### src/rtl/multicycle_controller.sv
// Multicycle MIPS control unit.
// A Moore FSM steps each instruction through FETCH/DECODE and an
// opcode-specific tail. Opcode and funct are decoded into datapath selects
// and an ALU operation. A memory-ready handshake stalls the FSM in the
// memory-access states (FETCH, MEMRD, MEMWR) until the access completes.
// The reset is synchronous and active-high. While it is asserted, every
// write strobe is held low, so an abandoned instruction cannot commit a
// partial register, memory or PC write.

module multicycle_controller (
    input  logic       clk,
    input  logic       reset,
    input  logic [5:0] Op,
    input  logic [5:0] Funct,
    input  logic       Zero,
    input  logic       MemReady,
    output logic       IorD,
    output logic       MemWrite,
    output logic       IRWrite,
    output logic       PCEn,
    output logic       RegWrite,
    output logic       RegDst,
    output logic       MemToReg,
    output logic       ALUSrcA,
    output logic [1:0] ALUSrcB,
    output logic [1:0] PCSrc,
    output logic [2:0] ALUControl,
    output logic       IllegalOp,
    output logic [3:0] State
);

    // State encodings; these values are visible on the State debug port.
    localparam logic [3:0] FETCH   = 4'd0;
    localparam logic [3:0] DECODE  = 4'd1;
    localparam logic [3:0] MEMADR  = 4'd2;
    localparam logic [3:0] MEMRD   = 4'd3;
    localparam logic [3:0] MEMWB   = 4'd4;
    localparam logic [3:0] MEMWR   = 4'd5;
    localparam logic [3:0] EXECUTE = 4'd6;
    localparam logic [3:0] ALUWB   = 4'd7;
    localparam logic [3:0] BRANCH  = 4'd8;
    localparam logic [3:0] ADDIEX  = 4'd9;
    localparam logic [3:0] ADDIWB  = 4'd10;
    localparam logic [3:0] JUMP    = 4'd11;

    // Supported opcodes.
    localparam logic [5:0] OP_RTYPE = 6'b000000;
    localparam logic [5:0] OP_LW    = 6'b100011;
    localparam logic [5:0] OP_SW    = 6'b101011;
    localparam logic [5:0] OP_BEQ   = 6'b000100;
    localparam logic [5:0] OP_ADDI  = 6'b001000;
    localparam logic [5:0] OP_J     = 6'b000010;

    // R-type funct codes.
    localparam logic [5:0] FN_ADD = 6'b100000;
    localparam logic [5:0] FN_SUB = 6'b100010;
    localparam logic [5:0] FN_AND = 6'b100100;
    localparam logic [5:0] FN_OR  = 6'b100101;
    localparam logic [5:0] FN_SLT = 6'b101010;

    // ALU control output codes.
    localparam logic [2:0] ALU_ADD = 3'b010;
    localparam logic [2:0] ALU_SUB = 3'b110;
    localparam logic [2:0] ALU_AND = 3'b000;
    localparam logic [2:0] ALU_OR  = 3'b001;
    localparam logic [2:0] ALU_SLT = 3'b111;

    // Internal ALU operation class chosen by the FSM.
    localparam logic [1:0] ALUOP_ADD   = 2'b00;
    localparam logic [1:0] ALUOP_SUB   = 2'b01;
    localparam logic [1:0] ALUOP_FUNCT = 2'b10;

    logic [3:0] state;
    logic [3:0] next_state;
    logic [3:0] decode_state;
    logic       op_supported;

    // Raw Moore decode. The write strobes are gated by reset further down.
    logic       iord_raw;
    logic       mem_write_raw;
    logic       ir_write_raw;
    logic       pc_write_raw;
    logic       branch_raw;
    logic       reg_write_raw;
    logic       reg_dst_raw;
    logic       mem_to_reg_raw;
    logic       alu_src_a_raw;
    logic [1:0] alu_src_b_raw;
    logic [1:0] pc_src_raw;
    logic [1:0] alu_op;
    logic       illegal_raw;

    // Opcode legality check, used in DECODE to flag unsupported instructions.
    always_comb begin
        case (Op)
            OP_RTYPE, OP_LW, OP_SW, OP_BEQ, OP_ADDI, OP_J: op_supported = 1'b1;
            default:                                       op_supported = 1'b0;
        endcase
    end

    // State register; reset forces FETCH at the next rising edge.
    always_ff @(posedge clk) begin
        if (reset) begin
            state <= FETCH;
        end else begin
            state <= next_state;
        end
    end

    // Next-state logic. The memory states wait on MemReady, and all other
    // states ignore it. The unused encodings 12-15 recover to FETCH.
    always_comb begin
        next_state = FETCH;
        case (state)
            FETCH: begin
                if (MemReady) begin
                    next_state = DECODE;
                end else begin
                    next_state = FETCH;
                end
            end
            DECODE: begin
                case (Op)
                    OP_LW, OP_SW: next_state = MEMADR;
                    OP_RTYPE:     next_state = EXECUTE;
                    OP_BEQ:       next_state = BRANCH;
                    OP_ADDI:      next_state = ADDIEX;
                    OP_J:         next_state = JUMP;
                    default:      next_state = FETCH;
                endcase
            end
            MEMADR: begin
                if (Op == OP_LW) begin
                    next_state = MEMRD;
                end else begin
                    next_state = MEMWR;
                end
            end
            MEMRD: begin
                if (MemReady) begin
                    next_state = MEMWB;
                end else begin
                    next_state = MEMRD;
                end
            end
            MEMWB:   next_state = FETCH;
            MEMWR: begin
                if (MemReady) begin
                    next_state = FETCH;
                end else begin
                    next_state = MEMWR;
                end
            end
            EXECUTE: next_state = ALUWB;
            ALUWB:   next_state = FETCH;
            BRANCH:  next_state = FETCH;
            ADDIEX:  next_state = ADDIWB;
            ADDIWB:  next_state = FETCH;
            JUMP:    next_state = FETCH;
            default: next_state = FETCH;
        endcase
    end

    // While reset is asserted, the selects show FETCH values even if the
    // register still holds the abandoned state.
    assign decode_state = reset ? FETCH : state;

    // Moore control decode. Every output defaults to 0 (ALU operation add).
    // Each state then overrides only the signals it uses.
    always_comb begin
        iord_raw       = 1'b0;
        mem_write_raw  = 1'b0;
        ir_write_raw   = 1'b0;
        pc_write_raw   = 1'b0;
        branch_raw     = 1'b0;
        reg_write_raw  = 1'b0;
        reg_dst_raw    = 1'b0;
        mem_to_reg_raw = 1'b0;
        alu_src_a_raw  = 1'b0;
        alu_src_b_raw  = 2'b00;
        pc_src_raw     = 2'b00;
        alu_op         = ALUOP_ADD;
        illegal_raw    = 1'b0;
        case (decode_state)
            FETCH: begin
                alu_src_b_raw = 2'b01;
                ir_write_raw  = MemReady;
                pc_write_raw  = MemReady;
            end
            DECODE: begin
                alu_src_b_raw = 2'b11;
                illegal_raw   = ~op_supported;
            end
            MEMADR: begin
                alu_src_a_raw = 1'b1;
                alu_src_b_raw = 2'b10;
            end
            MEMRD: begin
                iord_raw = 1'b1;
            end
            MEMWB: begin
                mem_to_reg_raw = 1'b1;
                reg_write_raw  = 1'b1;
            end
            MEMWR: begin
                iord_raw      = 1'b1;
                mem_write_raw = 1'b1;
            end
            EXECUTE: begin
                alu_src_a_raw = 1'b1;
                alu_op        = ALUOP_FUNCT;
            end
            ALUWB: begin
                reg_dst_raw   = 1'b1;
                reg_write_raw = 1'b1;
            end
            BRANCH: begin
                alu_src_a_raw = 1'b1;
                alu_op        = ALUOP_SUB;
                pc_src_raw    = 2'b01;
                branch_raw    = 1'b1;
            end
            ADDIEX: begin
                alu_src_a_raw = 1'b1;
                alu_src_b_raw = 2'b10;
            end
            ADDIWB: begin
                reg_write_raw = 1'b1;
            end
            JUMP: begin
                pc_src_raw   = 2'b10;
                pc_write_raw = 1'b1;
            end
            default: begin
                alu_op = ALUOP_ADD;
            end
        endcase
    end

    // ALU decoder. Unknown funct codes quietly fall back to add.
    always_comb begin
        ALUControl = ALU_ADD;
        case (alu_op)
            ALUOP_SUB: ALUControl = ALU_SUB;
            ALUOP_FUNCT: begin
                case (Funct)
                    FN_ADD:  ALUControl = ALU_ADD;
                    FN_SUB:  ALUControl = ALU_SUB;
                    FN_AND:  ALUControl = ALU_AND;
                    FN_OR:   ALUControl = ALU_OR;
                    FN_SLT:  ALUControl = ALU_SLT;
                    default: ALUControl = ALU_ADD;
                endcase
            end
            default:   ALUControl = ALU_ADD;
        endcase
    end

    // Selects pass straight through.
    assign IorD     = iord_raw;
    assign RegDst   = reg_dst_raw;
    assign MemToReg = mem_to_reg_raw;
    assign ALUSrcA  = alu_src_a_raw;
    assign ALUSrcB  = alu_src_b_raw;
    assign PCSrc    = pc_src_raw;
    assign State    = state;

    // Strobes are suppressed during reset. The PC enable merges the
    // unconditional write with a taken branch.
    assign MemWrite  = mem_write_raw & ~reset;
    assign IRWrite   = ir_write_raw & ~reset;
    assign RegWrite  = reg_write_raw & ~reset;
    assign IllegalOp = illegal_raw & ~reset;
    assign PCEn      = (pc_write_raw | (branch_raw & Zero)) & ~reset;

endmodule

### config.mk
export PLATFORM = sky130hd
export DESIGN_NAME = multicycle_controller
export DESIGN_NICKNAME = d
export VERILOG_FILES = /design/src/rtl/multicycle_controller.sv
export SDC_FILE = /design/constraint.sdc
export NUM_CORES = 1
export LEC_CHECK = 0
export BUFFER_PORTS_ARGS = -buffer_cell sky130_fd_sc_hd__buf_2
export CAP_MARGIN = 20
export CORE_MARGIN = 2
export CORE_UTILIZATION = 49
export CTS_CLUSTER_SIZE = 40
export DETAILED_ROUTE_END_ITERATION = 8
export GPL_ROUTABILITY_DRIVEN = 1
export PLACE_DENSITY = 0.93
export SLEW_MARGIN = 20
export SYNTH_ARGS = -nofsm -noshare
export SYNTH_HDL_FRONTEND = slang
export SYNTH_SLANG_ARGS = --single-unit
### constraint.sdc
create_clock -name clk -period 5 [get_ports clk]
set_input_delay 1 -clock clk [delete_from_list [all_inputs] [get_ports clk]]
set_output_delay 1 -clock clk [all_outputs]
set_load 0.01 [all_outputs]
# Word level (Yosys, flattened, before mapping)
# Index checks and enable logic that the tools add are counted.
# W data, S select, Z words.
[classes] n_eq_ne=28 n_mux=23 n_bitwise=9 reduce_logical=9
[op_table] operator="$eq A6 B6 Y1 const B" n=6
[op_table] operator="$pmux W4 S7" n=1
[op_table] operator="$eq A4 B3 Y1 const B" n=6
[op_table] operator="$eq A4 B4 Y1 const B" n=5
[op_table] operator="$pmux W4 S5" n=1
[op_table] operator="$eq A4 B2 Y1 const B" n=4
[op_table] operator="$pmux W3 S4" n=1
[op_table] operator="$mux W1" n=11
[op_table] operator="$mux W3" n=3
[op_table] operator="$eq A4 B1 Y1 const B" n=2
[op_table] operator="$logic_not A4 Y1" n=2
[op_table] operator="$pmux W2 S2" n=2
[op_table] operator="$and A1 B1 Y1" n=6
[op_table] operator="$eq A6 B2 Y1 const B" n=1
[op_table] operator="$eq A6 B3 Y1 const B" n=1
[op_table] operator="$eq A6 B4 Y1 const B" n=1
[op_table] operator="$logic_not A6 Y1" n=1
[op_table] operator="$pmux W2 S3" n=1
[op_table] operator="$pmux W3 S2" n=1
[op_table] operator="$reduce_or A2 Y1" n=3
[op_table] operator="$reduce_or A6 Y1" n=1
[op_table] operator="$mux W4" n=1
[op_table] operator="$reduce_or A4 Y1" n=1
[op_table] operator="$reduce_or A3 Y1" n=1
[op_table] operator="5 further kinds" n=6
[totals] ff_bits=4 out_inout_bits=20 elab_cells=70

# Depth between registers and ports, before layout
[logic_depth] word_depth=6 ltp_mapped=8 depth_no_buf=7

# Worst setup path after synthesis
# Ideal clock, no wire load.
[synth_path] path_kind="input port to output port" start="in reset" end="out ALUControl[0]" t_arrival_ns=2.084 required_time_ns=4.000 slack_ns=1.916 cell_stages=4 path_buffers=0 path_cell_list="nand2b_1 > or2_2 > ha_1 > nor3_1"
[synth_between] elab_chain_len=5 word_cells_on_any_way=7 cone_classes="eq/ne: 4; mux: 3"
[synth_rtl] element="from (decl)" line_no="12" source="input logic reset,"
[synth_rtl] element="$mux W4 (*)" line_no="166" source="assign decode_state = reset ? FETCH : state;"
[synth_rtl] element="$eq A4 B4 Y1 / $eq A4 B3 Y1 (equally long branches)" line_no="184" source="case (decode_state)"
[synth_rtl] element="$pmux W2 S2 (*)" line_no="184"
[synth_rtl] element="$eq A2 B2 Y1 / $eq A2 B1 Y1 (equally long branches)" line_no="243" source="case (alu_op)"
[synth_rtl] element="$pmux W3 S2 (*)" line_no="243"
[synth_rtl] element="to (decl)" line_no="27" source="output logic [2:0] ALUControl,"
# Mark *: on every way between the ends. The rest lies on a longest branch, timed or not.

# Worst setup path in the final report
[layout_path] start="reg state[2] (netlist: State[2])" end="out ALUControl[1]"
[layout_between] elab_chain_len=5 word_cells_on_any_way=7 cone_classes="eq/ne: 4; mux: 3"
[layout_rtl] element="from (decl)" line_no="73" source="logic [3:0] state;"
[layout_rtl] element="from (signal assigned)" line_no="106" source="state <= next_state;"
[layout_rtl] element="$mux W4 (*)" line_no="166"
[layout_rtl] element="$eq A4 B4 Y1 / $eq A4 B3 Y1 (equally long branches)" line_no="184"
[layout_rtl] element="$pmux W2 S2 (*)" line_no="184"
[layout_rtl] element="$eq A2 B2 Y1 / $eq A2 B1 Y1 (equally long branches)" line_no="243"
[layout_rtl] element="$pmux W3 S2 (*)" line_no="243"
# Marked as above.

==> metrics.md <==
| Metric | Value |
|---|---|
| Status | finished, final reports clean |
| Via count | 896 |
| Die area | 1840 sq um |
| CTS Buf Count | 3 |
| Worst-case clock buffer depth | 2 |
| Reg clk slew, reported paths | 40 ps |
| Worst setup endpoint | ALUControl[1] |
| Final Hold Vio Count | 0 |
| Area contributors post-synth | dfxtp_1 11%, nor2_1 6.1%, ha_1 5.1% |
| CTS tree | done |
| Total GRT Usage | 0.216 |
| Die Ht | 42.8 um |
| Max-slew headroom | 0.570 |
| Worst r2r dst | State[1] |
| Routed wire length | 1910 um |
| Post-route ant nets | 0 |
| Clock Sinks | 4 |
| Avg WL per Cell | 12.7 um |
| FMAX | 295 MHz |
| Crit path from | State[2] |
| Initial DRT Pass Iterations | 5 |
| Vias in the first global route | 761 |
| Reg2reg setup slack | 3380 ps |
| Filler cells | 131 |
| Fin Setup TNS | 0 ps |
| GP Congestion | 0.830 |
| LEAKAGE | 0.434 nW |
| Clock Skews | 2.90 ps |
| DRC viols | 0 |
| Hold_buf cts | 0 |
| Vias per cell | 5.97 |
| Synth cell count leaders | 12 x nor2_1, 8 x nand2_1, 6 x buf_2, 6 x nor3_1, 5 x o21ai_0 |
| Global-route wire length before repair | 3130 um |
| Grt total ovfl | 0 |
| Syn. warnings | 0 |
| Hold WC Path Type | register to register |
| Max-cap violations | 0 |
| Layout area overhead | 21.8% |
| Setup violators final | 0 |
| Seq/Total Area, Yosys | 0.108 |
| Max reg flops | 4 |
| Crit path DAT | 2390 ps |
| Crit path max fanout | 18 |
| Async set-or-reset flop fraction in the synthesized netlist | 0 |
| Synthesized instance count | 106 |
| Post-synthesis average cell area | 6.98 sq um |
| # IOs | 36 |
| Worst VDD drop | 0.0414 mV |
| Initial antenna violation count | 0 |
| Post-CTS Setup Bufs | 0 |
| Worst-Margin Slew | 645 ps |
| Syn_nets | 125 |
| Largest net degree at the start of global routing | 21 |
| Port buffer count | 35 |
| Unrepaired setup endpoints after global routing | no |
| Top cell type's share of synthesized area | 0.108 |
| Seq cells post-synth | 4 |
| Min Tclk post-route | 3390 ps |
| Ant diodes | 0 |
| Share of cells above drive strength 1 | 0.343 |
| Post-synth cell types | 49 |
| CTS Root Buffer Type | clkbuf_4 |
| Chip Width | 42.8 um |
| Final Max Tran Viols | 0 |
| Site Rows | 14 |
| Min-delay src | State[1] |
| Period utilisation layout | 0.677 |
| P per Cell Area | 121 nW/um^2 |
| Synthesized area | 739 sq um |
| Starting Density | 0.509 |
| Post-cts sizing count | 0 |
| Most common cell in the netlist | nor2_1 |
| Crit start category | register |
| Setup CP Type | register to output pin |
| Nets | 155 |
| EDFF count, synth | 0 |
| CORE AREA | 1450 sq um |
| Reg2Reg Depth | 4 |
| Dpl hpwl | 1400 um |
| Fin Hold WS | 824 ps |
| Clock network latency to the later pin of the worst-skew pair | 240 ps |
| R2R Path Start | State[0] |
| Required @ worst endpoint | 4000 ps |
| Iter 0 DRT Violations | 26 |
| Post-synth top flop | dfxtp_1 |
| Type of element capturing the critical path | output pin |
| H-tree levels | 1 |
| Area leader, netlist | dfxtp_1 |
per-layer routing:
| metal | track usage | vias to the layer above | share of wire |
|---|---|---|---|
| met5 | 0 | - | 0 |
| li1 | - | 441 | - |
| met1 | 0.260 | 418 | 0.42 |
| met3 | 0.0170 | 2 | 0.054 |
| met2 | 0.382 | 35 | 0.52 |
| met4 | 0.100 | 0 | 0.0068 |
cell type report:
| type | instances | area [sq um] | share of cell area |
|---|---|---|---|
| well taps | 16 | 20.0 | 0.0222 |
| repair buffers | 35 | 175 | 0.194 |
| inverters | 3 | 11.3 | 0.0125 |
| flip-flops and latches | 4 | 80.1 | 0.0889 |
| multi-input cells | 89 | 592 | 0.657 |
| clock buffers | 3 | 22.5 | 0.0250 |
power breakdown:
part           leakage, nW  switching (mW)  total, mW  internal, mW
registers           0.0324         0.00257     0.0352        0.0326
logic                0.388          0.0172     0.0317        0.0145
clock network       0.0138          0.0155     0.0425        0.0270
total                0.434          0.0352      0.109        0.0741
worst max-delay path, cell delays in order, from the launching register on:
cell	delay, ps
dfxtp_1	670
nor2b_1	290
nand2b_1	140
or2_2	320
ha_1	310
a211o_1	270
buf_2	140
through the flow:
stage | utilization | cells | power [mW] | setup slack, ps | cell area, sq um
floorplan | - | 106 | 0.0555 | 1920 | 739
global placement | 0.604 | 147 | 0.0655 | 1670 | 878
detailed placement | 0.604 | 147 | 0.0672 | 1640 | 878
CTS | 0.620 | 150 | 0.110 | 1610 | 901
global route | 0.620 | 150 | 0.114 | 1450 | 901
finish | 0.620 | 150 | 0.109 | 1610 | 901
layout by cell type (no fill, tap or decap), types with 4 or more instances in the layout:
| master | Yosys | routed |
|---|---|---|
| nand2_1 | 8 | 8 |
| dfxtp_1 | 4 | 4 |
| o21ai_0 | 5 | 5 |
| nor2_1 | 12 | 12 |
| nor3_1 | 6 | 6 |
| nor3b_1 | 4 | 4 |
| buf_2 | 6 | 35 |
how the worst min path moves through the flow:
stage / endpoint / slack (ps) / depth (start not counted)
final: State[1] / 820 / 2
after global placement: State[1] / 780 / 2
after CTS: State[1] / 810 / 2
after floorplan: State[3] / 720 / 2
after detailed placement: State[1] / 800 / 2
after global routing: State[1] / 880 / 2
cell families (layout without fill, tap and decap cells):
| family | count (synthesis) | after routing | synth area share |
|---|---|---|---|
| AO/OA/AOI/OAI | 25 | 25 | 0.242 |
| AND/OR/NAND/NOR | 55 | 55 | 0.428 |
| multiplexers | 2 | 2 | 0.0288 |
| buffers and inverters | 13 | 41 | 0.0914 |
| XOR/XNOR | 3 | 3 | 0.0355 |
| adder cells (fa/ha/maj) | 4 | 4 | 0.0660 |
| flip-flops | 4 | 4 | 0.108 |
(Power assumes the default switching activity.)
